## src/rtl/rmgmt_mem_arbiter.sv

```systemverilog
// rmgmt_mem_arbiter
// Shares the single RISC-MGMT memory port between N_EXT extension requesters.
// One access is in flight at a time: IDLE picks a winner and latches its
// request, BUSY presents it to the pipeline until mem_busy drops, and DONE
// pulses ext_done to the winner for one cycle.
// Requests that assert both or neither of ren/wen are rejected with a
// single-cycle ext_err pulse and are never granted.
// Optional feature macro: RMGMT_ARB_RR_EN selects round-robin arbitration.
// When it is undefined, the lowest index wins (fixed priority).

module rmgmt_mem_arbiter #(
   parameter int N_EXT = 4
) (
   input  logic                 CLK,
   input  logic                 nRST,
   input  logic [N_EXT-1:0]     ext_req,
   input  logic [N_EXT-1:0]     ext_ren,
   input  logic [N_EXT-1:0]     ext_wen,
   input  logic [N_EXT*32-1:0]  ext_addr,
   input  logic [N_EXT*32-1:0]  ext_store,
   output logic [N_EXT-1:0]     ext_gnt,
   output logic [N_EXT-1:0]     ext_done,
   output logic [N_EXT-1:0]     ext_err,
   output logic [31:0]          ext_load,
   output logic                 req_mem,
   output logic                 mem_ren,
   output logic                 mem_wen,
   output logic [31:0]          mem_addr,
   output logic [31:0]          mem_store,
   input  logic [31:0]          mem_load,
   input  logic                 mem_busy,
   output logic                 memory_stall
);

   localparam int IDX_W = $clog2(N_EXT);

   typedef enum logic [1:0] {
      IDLE = 2'd0,
      BUSY = 2'd1,
      DONE = 2'd2
   } arb_state_e;

   arb_state_e       state_q, state_d;
   logic [IDX_W-1:0] winIdx_q, winIdx_d;
   logic [31:0]      addr_q, addr_d;
   logic [31:0]      store_q, store_d;
   logic [31:0]      load_q, load_d;
   logic             ren_q, ren_d;
   logic             wen_q, wen_d;
   logic [N_EXT-1:0] errSeen_q, errSeen_d;

   logic [N_EXT-1:0] legalReq;
   logic [N_EXT-1:0] validReq;
   logic [N_EXT-1:0] illegalReq;
   logic [N_EXT-1:0] errPulse;
   logic             anyValid;
   logic [IDX_W-1:0] selIdx;

`ifdef RMGMT_ARB_RR_EN
   logic [IDX_W-1:0] rrPtr_q, rrPtr_d;
   int               rrCand;
`endif

   // A request is only legal when exactly one of read/write is selected.
   always_comb begin
      legalReq   = ext_ren ^ ext_wen;
      validReq   = ext_req & legalReq;
      illegalReq = ext_req & ~legalReq;
   end

`ifdef RMGMT_ARB_RR_EN
   // Round-robin search starting at the pointer, wrapping at N_EXT.
   always_comb begin
      anyValid = 1'b0;
      selIdx   = '0;
      rrCand   = 0;
      for (int k = 0; k < N_EXT; k++) begin
         rrCand = int'(rrPtr_q) + k;
         if (rrCand >= N_EXT) begin
            rrCand = rrCand - N_EXT;
         end
         if (!anyValid && validReq[rrCand]) begin
            anyValid = 1'b1;
            selIdx   = IDX_W'(rrCand);
         end
      end
   end

   // Pointer moves just past the requester granted this cycle.
   always_comb begin
      rrPtr_d = rrPtr_q;
      if (state_q == IDLE && anyValid) begin
         if (selIdx == IDX_W'(N_EXT - 1)) begin
            rrPtr_d = '0;
         end else begin
            rrPtr_d = selIdx + 1'b1;
         end
      end
   end

   // Round-robin pointer register.
   always_ff @(posedge CLK or negedge nRST) begin
      if (!nRST) begin
         rrPtr_q <= '0;
      end else begin
         rrPtr_q <= rrPtr_d;
      end
   end
`else
   // Fixed priority: the lowest-indexed valid requester wins.
   always_comb begin
      anyValid = 1'b0;
      selIdx   = '0;
      for (int i = 0; i < N_EXT; i++) begin
         if (!anyValid && validReq[i]) begin
            anyValid = 1'b1;
            selIdx   = IDX_W'(i);
         end
      end
   end
`endif

   // Illegal requests are reported once per occurrence while idle; the
   // seen-mask keeps a held illegal request from pulsing every cycle and
   // clears as soon as the request drops or becomes legal.
   always_comb begin
      errPulse = '0;
      if (nRST && state_q == IDLE) begin
         errPulse = illegalReq & ~errSeen_q;
      end
      errSeen_d = illegalReq & (errSeen_q | errPulse);
   end

   // Arbiter FSM: next state, request latching and per-state outputs.
   always_comb begin
      state_d   = state_q;
      winIdx_d  = winIdx_q;
      addr_d    = addr_q;
      store_d   = store_q;
      ren_d     = ren_q;
      wen_d     = wen_q;
      load_d    = load_q;
      req_mem   = 1'b0;
      mem_ren   = 1'b0;
      mem_wen   = 1'b0;
      mem_addr  = '0;
      mem_store = '0;
      ext_gnt   = '0;
      ext_done  = '0;
      case (state_q)
         IDLE: begin
            if (anyValid) begin
               state_d  = BUSY;
               winIdx_d = selIdx;
               addr_d   = ext_addr[32*selIdx +: 32];
               store_d  = ext_store[32*selIdx +: 32];
               ren_d    = ext_ren[selIdx];
               wen_d    = ext_wen[selIdx];
            end
         end
         BUSY: begin
            req_mem           = 1'b1;
            mem_ren           = ren_q;
            mem_wen           = wen_q;
            mem_addr          = addr_q;
            mem_store         = store_q;
            ext_gnt[winIdx_q] = 1'b1;
            if (!mem_busy) begin
               if (ren_q) begin
                  load_d = mem_load;
               end
               state_d = DONE;
            end
         end
         DONE: begin
            ext_done[winIdx_q] = 1'b1;
            state_d            = IDLE;
         end
         default: begin
            state_d = IDLE;
         end
      endcase
   end

   // State and latched-request registers; reset abandons any access.
   always_ff @(posedge CLK or negedge nRST) begin
      if (!nRST) begin
         state_q   <= IDLE;
         winIdx_q  <= '0;
         addr_q    <= '0;
         store_q   <= '0;
         ren_q     <= 1'b0;
         wen_q     <= 1'b0;
         load_q    <= '0;
         errSeen_q <= '0;
      end else begin
         state_q   <= state_d;
         winIdx_q  <= winIdx_d;
         addr_q    <= addr_d;
         store_q   <= store_d;
         ren_q     <= ren_d;
         wen_q     <= wen_d;
         load_q    <= load_d;
         errSeen_q <= errSeen_d;
      end
   end

   // Stall whenever an access is outstanding or about to be granted;
   // forced low while reset is asserted.
   always_comb begin
      memory_stall = nRST & ((state_q != IDLE) | anyValid);
      ext_err      = errPulse;
      ext_load     = load_q;
   end

endmodule
```

## config.mk

```make
export PLATFORM = sky130hd
export DESIGN_NAME = rmgmt_mem_arbiter
export DESIGN_NICKNAME = d
export VERILOG_FILES = /design/src/rtl/rmgmt_mem_arbiter.sv
export SDC_FILE = /design/constraint.sdc
export NUM_CORES = 1
export LEC_CHECK = 0
export BUFFER_PORTS_ARGS = -buffer_cell sky130_fd_sc_hd__buf_2
export CAP_MARGIN = 25
export CELL_PAD_IN_SITES_DETAIL_PLACEMENT = 0
export CELL_PAD_IN_SITES_GLOBAL_PLACEMENT = 1
export CORE_AREA = 4 4 157 159
export DETAILED_ROUTE_END_ITERATION = 8
export DIE_AREA = 0 0 161 163
export PLACE_DENSITY = 0.71
export SYNTH_ARGS = -nofsm -noshare
export SYNTH_HDL_FRONTEND = slang
export SYNTH_SLANG_ARGS = --single-unit
```

## constraint.sdc

```tcl
create_clock -name CLK -period 3.95 [get_ports CLK]
set_input_delay 0.395 -clock CLK [delete_from_list [all_inputs] [get_ports CLK]]
set_output_delay 0.395 -clock CLK [all_outputs]
set_load 0.01 [all_outputs]
```

==> key figures, run 1 <==
Final layout
  – Layout cells sized above 1: 0.465
  – Layout Nets: around 1300
  – Final design instance area without fill: 8800 µm²
  – Synthesis-to-layout area growth: 42.2%
  – Final std cells w/o fill: 1364
  – Fill count: around 2500
  – Final cell utilization of the core: 0.378

Pwr
  – Worst VDD drop: 0.272 mV
  – Power per cell area: 636 nW/µm²
  – Static Leak: 4.27 nW
  – Power after layout: roughly 5.6 mW

Worst setup path
  – Data arrival time of the worst path: 2.08 ns
  – Critical path, cell by cell: nand2b_1 > inv_2 > buf_4 > and2_1 > buf_2
  – WS Path Type: reg2out
  – CP required: between 3 and 4 ns
  – Combined buffer and inverter count along the critical path: 3
  – Maximum fanout along the worst path: 66
  – Flop2flop setup slack: ~1.9 ns
  – Count of cells along the worst register-to-register path: 5
  – CP endpoint kind: output port
  – Worst r2r src: state_q[0]
  – Cell with the largest stage delay on the worst path: buf_4
  – Logic depth of the worst setup path including buffers: 5
  – Type of origin of the critical path: register
  – Worst reg2reg path endpoint: addr_q[9]
  – Max stage delay on crit path: 0.51 ns
  – Crit path max-delay family: buffers and inverters

Timing
  – Headroom to the max-slew limit: 0.452
  – Tcrit/Tclk final: 0.626
  – Unrepaired setup endpoints after global routing: no
  – Minimum period implied by the final worst setup slack: 2.47 ns
  – Highest attainable clock frequency: 404 MHz
  – Accumulated negative setup slack: 0 ns
  – Layout Skew: between 0.006 and 0.007 ns
  – Final setup violating endpoints: 0
  – Slew at the pin with the worst max-slew slack: 0.819 ns
  – Final Max Slew Viols: 0
  – Worst Hold Slack: 0.247 ns
  – Fin worst setup slack: 1.48 ns
  – Number of hold-slack violations in the final timing report: 0

CTS
  – Clk sink count: 106
  – Number of H-tree levels: 3
  – Clock transition at the registers of the reported paths: approximately 0.070 ns
  – TritonCTS clock tree: built
  – Num CTS Buffers: 9
  – Clock tree root buffer cell: clkbuf_16
  – Resized Gates After CTS: 0
  – Hold bufs inserted after CTS: 0
  – Clock network latency to the later pin of the worst-skew pair: 0.35 ns
  – Buffers inserted during post-CTS setup optimization: 0
  – Clock tree buffer depth: 2

Route
  – Total iterations of the first detailed-routing run: 7
  – Wire per inst: 18.4 µm
  – Drt first-iter violations: 333
  – Number of design rule violations left after detail routing: 0
  – Vias after detailed routing: 6585
  – Post-route ant nets: 0
  – Via density: 4.83
  – Total wire length: 25000 µm

GRT
  – Overall global routing resource usage: 0.181
  – Vias in the first global route: 6589
  – Most utilized layer in the global route result: met2
  – Met1 usage in global routing: 0.209
  – First-pass GRT wire length: ~37000 µm
  – Largest net degree at the start of global routing: 81
  – Global routing usage on met2: 0.332
  – Initial antenna violation count: 2
  – Overflow left after global routing: 0
  – Global routing usage on met3: 0.0461

Yosys
  – Share of the synthesized area in compound gates (AO/OA/AOI/OAI): 0.265
  – Net count of the mapped netlist: 970
  – Post-synthesis xor/xnor area fraction: 0.00708
  – Cell area after synthesis: 6190 µm²
  – Synth area leaders: dfrtp_1, a221o_1, o211ai_1
  – Number of synthesis warnings: 0
  – Number of enable flip-flop cells after synthesis: 0
  – Multiplexer share of the synthesized area: 0.0582
  – Flop and latch count out of synthesis: 106
  – Most common cell in the netlist: dfrtp_1
  – Most used flip-flop cell after synthesis: dfrtp_1
  – Cell type with the largest total area after synthesis: dfrtp_1
  – Number of distinct standard cells referenced by the synthesized netlist: 32
  – Per-instance average area after synthesis: 9.28 µm²
  – Top cells by instance count after synthesis: dfrtp_1, nor2_1, nand2_1, and2_1
  – Largest family of logic cells by synthesized area: compound AO/OA/AOI/OAI gates
  – Sequential share of the synthesized area: 0.429
  – Syn Inst Count: about 670
  – Post-synthesis share of cell area spent on full adders, half adders and majority gates: 0
  – Area share of the largest cell type after synthesis: 0.429
  – Proportion of register bits with asynchronous set or reset after synthesis: 1.00
  – Simple-Gate Fraction of Synth Area: 0.181

Floorplan
  – Initial core utilization: 0.266
  – Core Area: between 20000 and 25000 µm²
  – Placement Rows: 56
  – Total Die Area: 26200 µm²
  – Die span in x: 161 µm
  – IO Pins: 415
  – Die height: 163 µm

Run status
  – Result of the run: completed

Place
  – Placed cell areas: 8470 µm²
  – Final weighted congestion in routability-driven placement: 0.792
  – Placed cells: between 1000 and 1500
  – Count of buffers from port buffering: between 400 and 500
  – Half-perimeter wire length after placement: 19200 µm
  – Worst Setup Slack post-DPL: 1.16 ns

Run
  – Max-cap check violation count: 0

Hold path
  – Worst min-delay path class: in2async
==> layout make-up <==
type | instances | area (µm²) | area share
diodes | 1 | 2.50 | 0.000284
clock buffers | 10 | 229 | 0.0260
repair buffers | 427 | 2210 | 0.251
inverters | 7 | 26.3 | 0.00299
multi-input cells | 488 | 3190 | 0.362
well taps | 319 | 399 | 0.0454
flip-flops and latches | 106 | 2650 | 0.301
clock inverters | 6 | 95.1 | 0.0108
==> worst register-to-register path: cells and delay by family (launching register included) <==
| kind | cells | cell delay [ns] |
|---|---|---|
| flops | 1 | 0.43 |
| compound gates | 2 | 0.43 |
| buf+inv | 1 | 0.60 |
| simple gates | 2 | 0.52 |
==> placed cells by master (no fill, tap or decap), types with 9 or more instances in the layout <==
| cell type | netlist | final |
|---|---|---|
| and2_1 | 68 | 66 |
| buf_2 | 23 | 413 |
| a221o_1 | 64 | 64 |
| o211ai_1 | 65 | 65 |
| nand2_1 | 73 | 71 |
| buf_4 | 0 | 11 |
| clkbuf_16 | 0 | 9 |
| a31oi_1 | 65 | 65 |
| nor2_1 | 82 | 82 |
| mux2_2 | 32 | 32 |
| dfrtp_1 | 106 | 106 |
==> kinds of logic (layout without fill, tap and decap cells) <==
logic type / count (synthesis) / in the layout
and+or+nand+nor: 242 / 242
AOI/OAI and AO/OA: 209 / 209
DFF: 106 / 106
buffers and inverters: 73 / 450
muxes: 32 / 32
xor gates and xnor gates: 5 / 5
other: 0 / 1
==> how the worst max path moves through the flow <==
| stage | to | slack [ns] | from |
|---|---|---|---|
| 2_1_floorplan | ext_load[10] | 2.05 | state_q[1] |
| 3_3_place_gp | addr_q[13] | 1.20 | ext_ren[2] |
| 3_5_place_dp | store_q[26] | 1.16 | ext_ren[2] |
| 4_1_cts | mem_store[8] | 1.42 | state_q[1] |
| 5_1_grt | mem_store[8] | 1.31 | state_q[1] |
| 6_report | mem_addr[25] | 1.48 | state_q[1] |
==> layer usage <==
layer  routed length, µm  share of wire  vias up
li1                    -              -     3224
met1                9660           0.39     3025
met2               12800           0.51      307
met3                2090          0.083       27
met4                 457          0.018        2
met5                  13        0.00052        -
==> power by group <==
| part | leakage (nW) | internal, mW | switching (mW) |
|---|---|---|---|
| logic | 2.90 | 1.21 | 1.52 |
| clock network | 0.158 | 0.565 | 0.434 |
| registers | 1.22 | 1.62 | 0.249 |
==> flip-flops by register name (all words and copies together), names as in the netlist <==
register   cells
ren_q          1
errSeen_q      4
winIdx_q       2
addr_q        32
wen_q          1
store_q       32
ext_load      32
state_q        2
Note: power is estimated with default switching activity, not from simulation.
==> run 2: changes to the inputs <==
CORE_AREA = 4 4 161 163   (was 4 4 157 159)
DIE_AREA = 0 0 165 167   (was 0 0 161 163)
clock period = 2 ns   (was 3.95 ns; I/O delays follow)
==> run 2 against run 1 <==
Wire length down 1.5%. Clock skew up 0.0028 ns. Global-route usage down 1.2 points. Clock-buffer cell count unchanged. Critical endpoint is now ext_err[3]. Largest cell class unchanged.
==> key figures, run 2 (same netlist as run 1, synthesis figures left out) <==
Run status
  – Result of the run: completed (unchanged)

Route
  – Total iterations of the first detailed-routing run: 6 (was 7)
  – Number of design rule violations left after detail routing: 0 (unchanged)
  – Total wire length: 24700 µm (was 25000 µm)
  – Drt first-iter violations: 405 (was 333)
  – Via density: 4.81 (was 4.83)
  – Post-route ant nets: 0 (unchanged)
  – Vias after detailed routing: 6670 (was 6585)
  – Wire per inst: 17.8 µm (was 18.4 µm)

CTS
  – TritonCTS clock tree: built (unchanged)
  – Buffers inserted during post-CTS setup optimization: 0 (unchanged)
  – Num CTS Buffers: 9 (unchanged)
  – Clock tree buffer depth: 2 (unchanged)
  – Clk sink count: 106 (unchanged)
  – Number of H-tree levels: 3 (unchanged)
  – Clock tree root buffer cell: clkbuf_16 (unchanged)
  – Clock network latency to the later pin of the worst-skew pair: 0.35 ns (about the same)
  – Clock transition at the registers of the reported paths: 0.08 ns (was 0.07 ns)

Worst setup path
  – CP required: 1.80 ns (was 3.56 ns)
  – Count of cells along the worst register-to-register path: 6 (was 5)
  – Worst r2r src: state_q[1] (was state_q[0])
  – WS Path Type: reg2out (unchanged)
  – Data arrival time of the worst path: 1.70 ns (was 2.08 ns)
  – Flop2flop setup slack: 0.22 ns (was 1.88 ns)
  – CP endpoint kind: output port (unchanged)
  – Maximum fanout along the worst path: 5 (was 66)
  – Worst reg2reg path endpoint: ext_load[14] (was addr_q[9])
  – Type of origin of the critical path: register (unchanged)

Pwr
  – Power per cell area: 1250 nW/µm² (was 636 nW/µm²)
  – Worst VDD drop: 0.508 mV (was 0.272 mV)
  – Static Leak: 4.40 nW (was 4.27 nW)

Floorplan
  – Die height: 167 µm (was 163 µm)
  – IO Pins: 415 (unchanged)
  – Total Die Area: 27600 µm² (was 26200 µm²)
  – Initial core utilization: 0.254 (was 0.266)
  – Core Area: 24300 µm² (was 23300 µm²)
  – Die span in x: 165 µm (was 161 µm)
  – Placement Rows: 57 (was 56)

Timing
  – Layout Skew: 0.00980 ns (was 0.00699 ns)
  – Tcrit/Tclk final: 0.948
  – Accumulated negative setup slack: 0 ns (unchanged)
  – Slew at the pin with the worst max-slew slack: 0.601 ns (was 0.819 ns)
  – Number of hold-slack violations in the final timing report: 0 (unchanged)
  – Final setup violating endpoints: 0 (unchanged)
  – Headroom to the max-slew limit: 0.599 (was 0.452)
  – Highest attainable clock frequency: 527 MHz
  – Minimum period implied by the final worst setup slack: approximately 1.9 ns
  – Final Max Slew Viols: 0 (unchanged)
  – Unrepaired setup endpoints after global routing: no (unchanged)

GRT
  – First-pass GRT wire length: 36900 µm (was 37400 µm)
  – Initial antenna violation count: 0 (was 2)
  – Vias in the first global route: 6600 (was 6589)
  – Largest net degree at the start of global routing: 107 (was 81)
  – Overall global routing resource usage: 0.169 (was 0.181)
  – Overflow left after global routing: 0 (unchanged)

Run
  – Max-cap check violation count: 0 (unchanged)

Place
  – Count of buffers from port buffering: 414 (unchanged)
  – Placed cell areas: 8760 µm² (was 8470 µm²)
  – Final weighted congestion in routability-driven placement: 0.830 (was 0.792)
  – Half-perimeter wire length after placement: 19600 µm (was 19200 µm)

Final layout
  – Diode insertion count for antenna repair: 0 (was 1)
  – Layout Nets: 1360 (was 1342)
  – Final cell utilization of the core: 0.374 (was 0.378)
  – Most common cell after layout, fill and taps aside: buf_2 (unchanged)
  – Fill count: 2581 (was 2469)
  – Synthesis-to-layout area growth: 46.9% (was 42.2%)
  – Layout cells sized above 1: 0.474 (was 0.465)
  – Final design instance area without fill: 9090 µm² (was 8800 µm²)
  – Leading cell types in the layout, fill and taps excluded: buf_2, dfrtp_1, nor2_1 (unchanged)

Hold path
  – Hold path startpoint: mem_busy
  – Hold depth: 2
  – Worst min-delay path class: in2reg (was in2async)
  – End point of the worst hold path: state_q[1]
==> run 2: power breakdown <==
| group | switching [mW] | internal [mW] |
|---|---|---|
| combinational | 3.06 | 2.73 |
| sequential | 0.514 | 3.19 |
| clock | 0.842 | 0.987 |
| total | 4.41 | 6.90 |
==> run 2: worst max-delay path: stages (launching register included) <==
cell	delay, ns
dfrtp_1	0.45
nor2_4	0.20
buf_4	0.15
nand2_1	0.11
nor3_1	0.25
buf_2	0.19
==> run 2: per-layer routing <==
| metal | share of wire | wire [µm] | vias to the layer above | global-route usage |
|---|---|---|---|---|
| met5 | 0 | 0 | - | 0 |
| met4 | 0.017 | 422 | 0 | 0.0438 |
| met3 | 0.094 | 2320 | 27 | 0.0413 |
| met2 | 0.51 | 12500 | 330 | 0.306 |
| met1 | 0.38 | 9430 | 3056 | 0.199 |
| li1 | - | - | 3257 | - |
==> run 2: area by class of cell <==
| class | count | area (µm²) | share of cell area |
|---|---|---|---|
| multi-input combinational | 488 | 3190 | 0.351 |
| timing repair buffer | 445 | 2510 | 0.276 |
| clock inverter | 6 | 72.6 | 0.00799 |
| sequential | 106 | 2650 | 0.292 |
| clock buffer | 10 | 229 | 0.0252 |
| tap | 324 | 405 | 0.0446 |
| inverter | 7 | 26.3 | 0.00289 |
==> run 2: how the worst max path moves through the flow <==
stage,startpoint,end,depth (start not counted)
global route,state_q[1],mem_store[6],5
finish,state_q[0],ext_err[3],5
floorplan,state_q[1],ext_load[10],7
global placement,ext_ren[2],addr_q[18],9
CTS,state_q[1],mem_addr[7],5
detailed placement,ext_ren[2],addr_q[9],9
==> run 2: what timing repair did <==
item	4_1_cts	5_1_grt
pin swaps	0	0
hold buffers	1	0
hold endpoints to repair	50	0
resized for setup	3	2
setup endpoints to repair	5	3
==> run 2: stage by stage <==
stage               total power, mW  std cells  setup WS [ns]  hold slack [ns]
floorplan                      7.00        667          0.103          -0.0956
global route                   12.3       1386       0.000621           0.0592
CTS                            11.5       1386         0.0198           0.0497
global placement               9.53       1369         0.0903            0.367
finish                         11.3       1386          0.104           0.0676
detailed placement             9.62       1369         0.0640            0.370
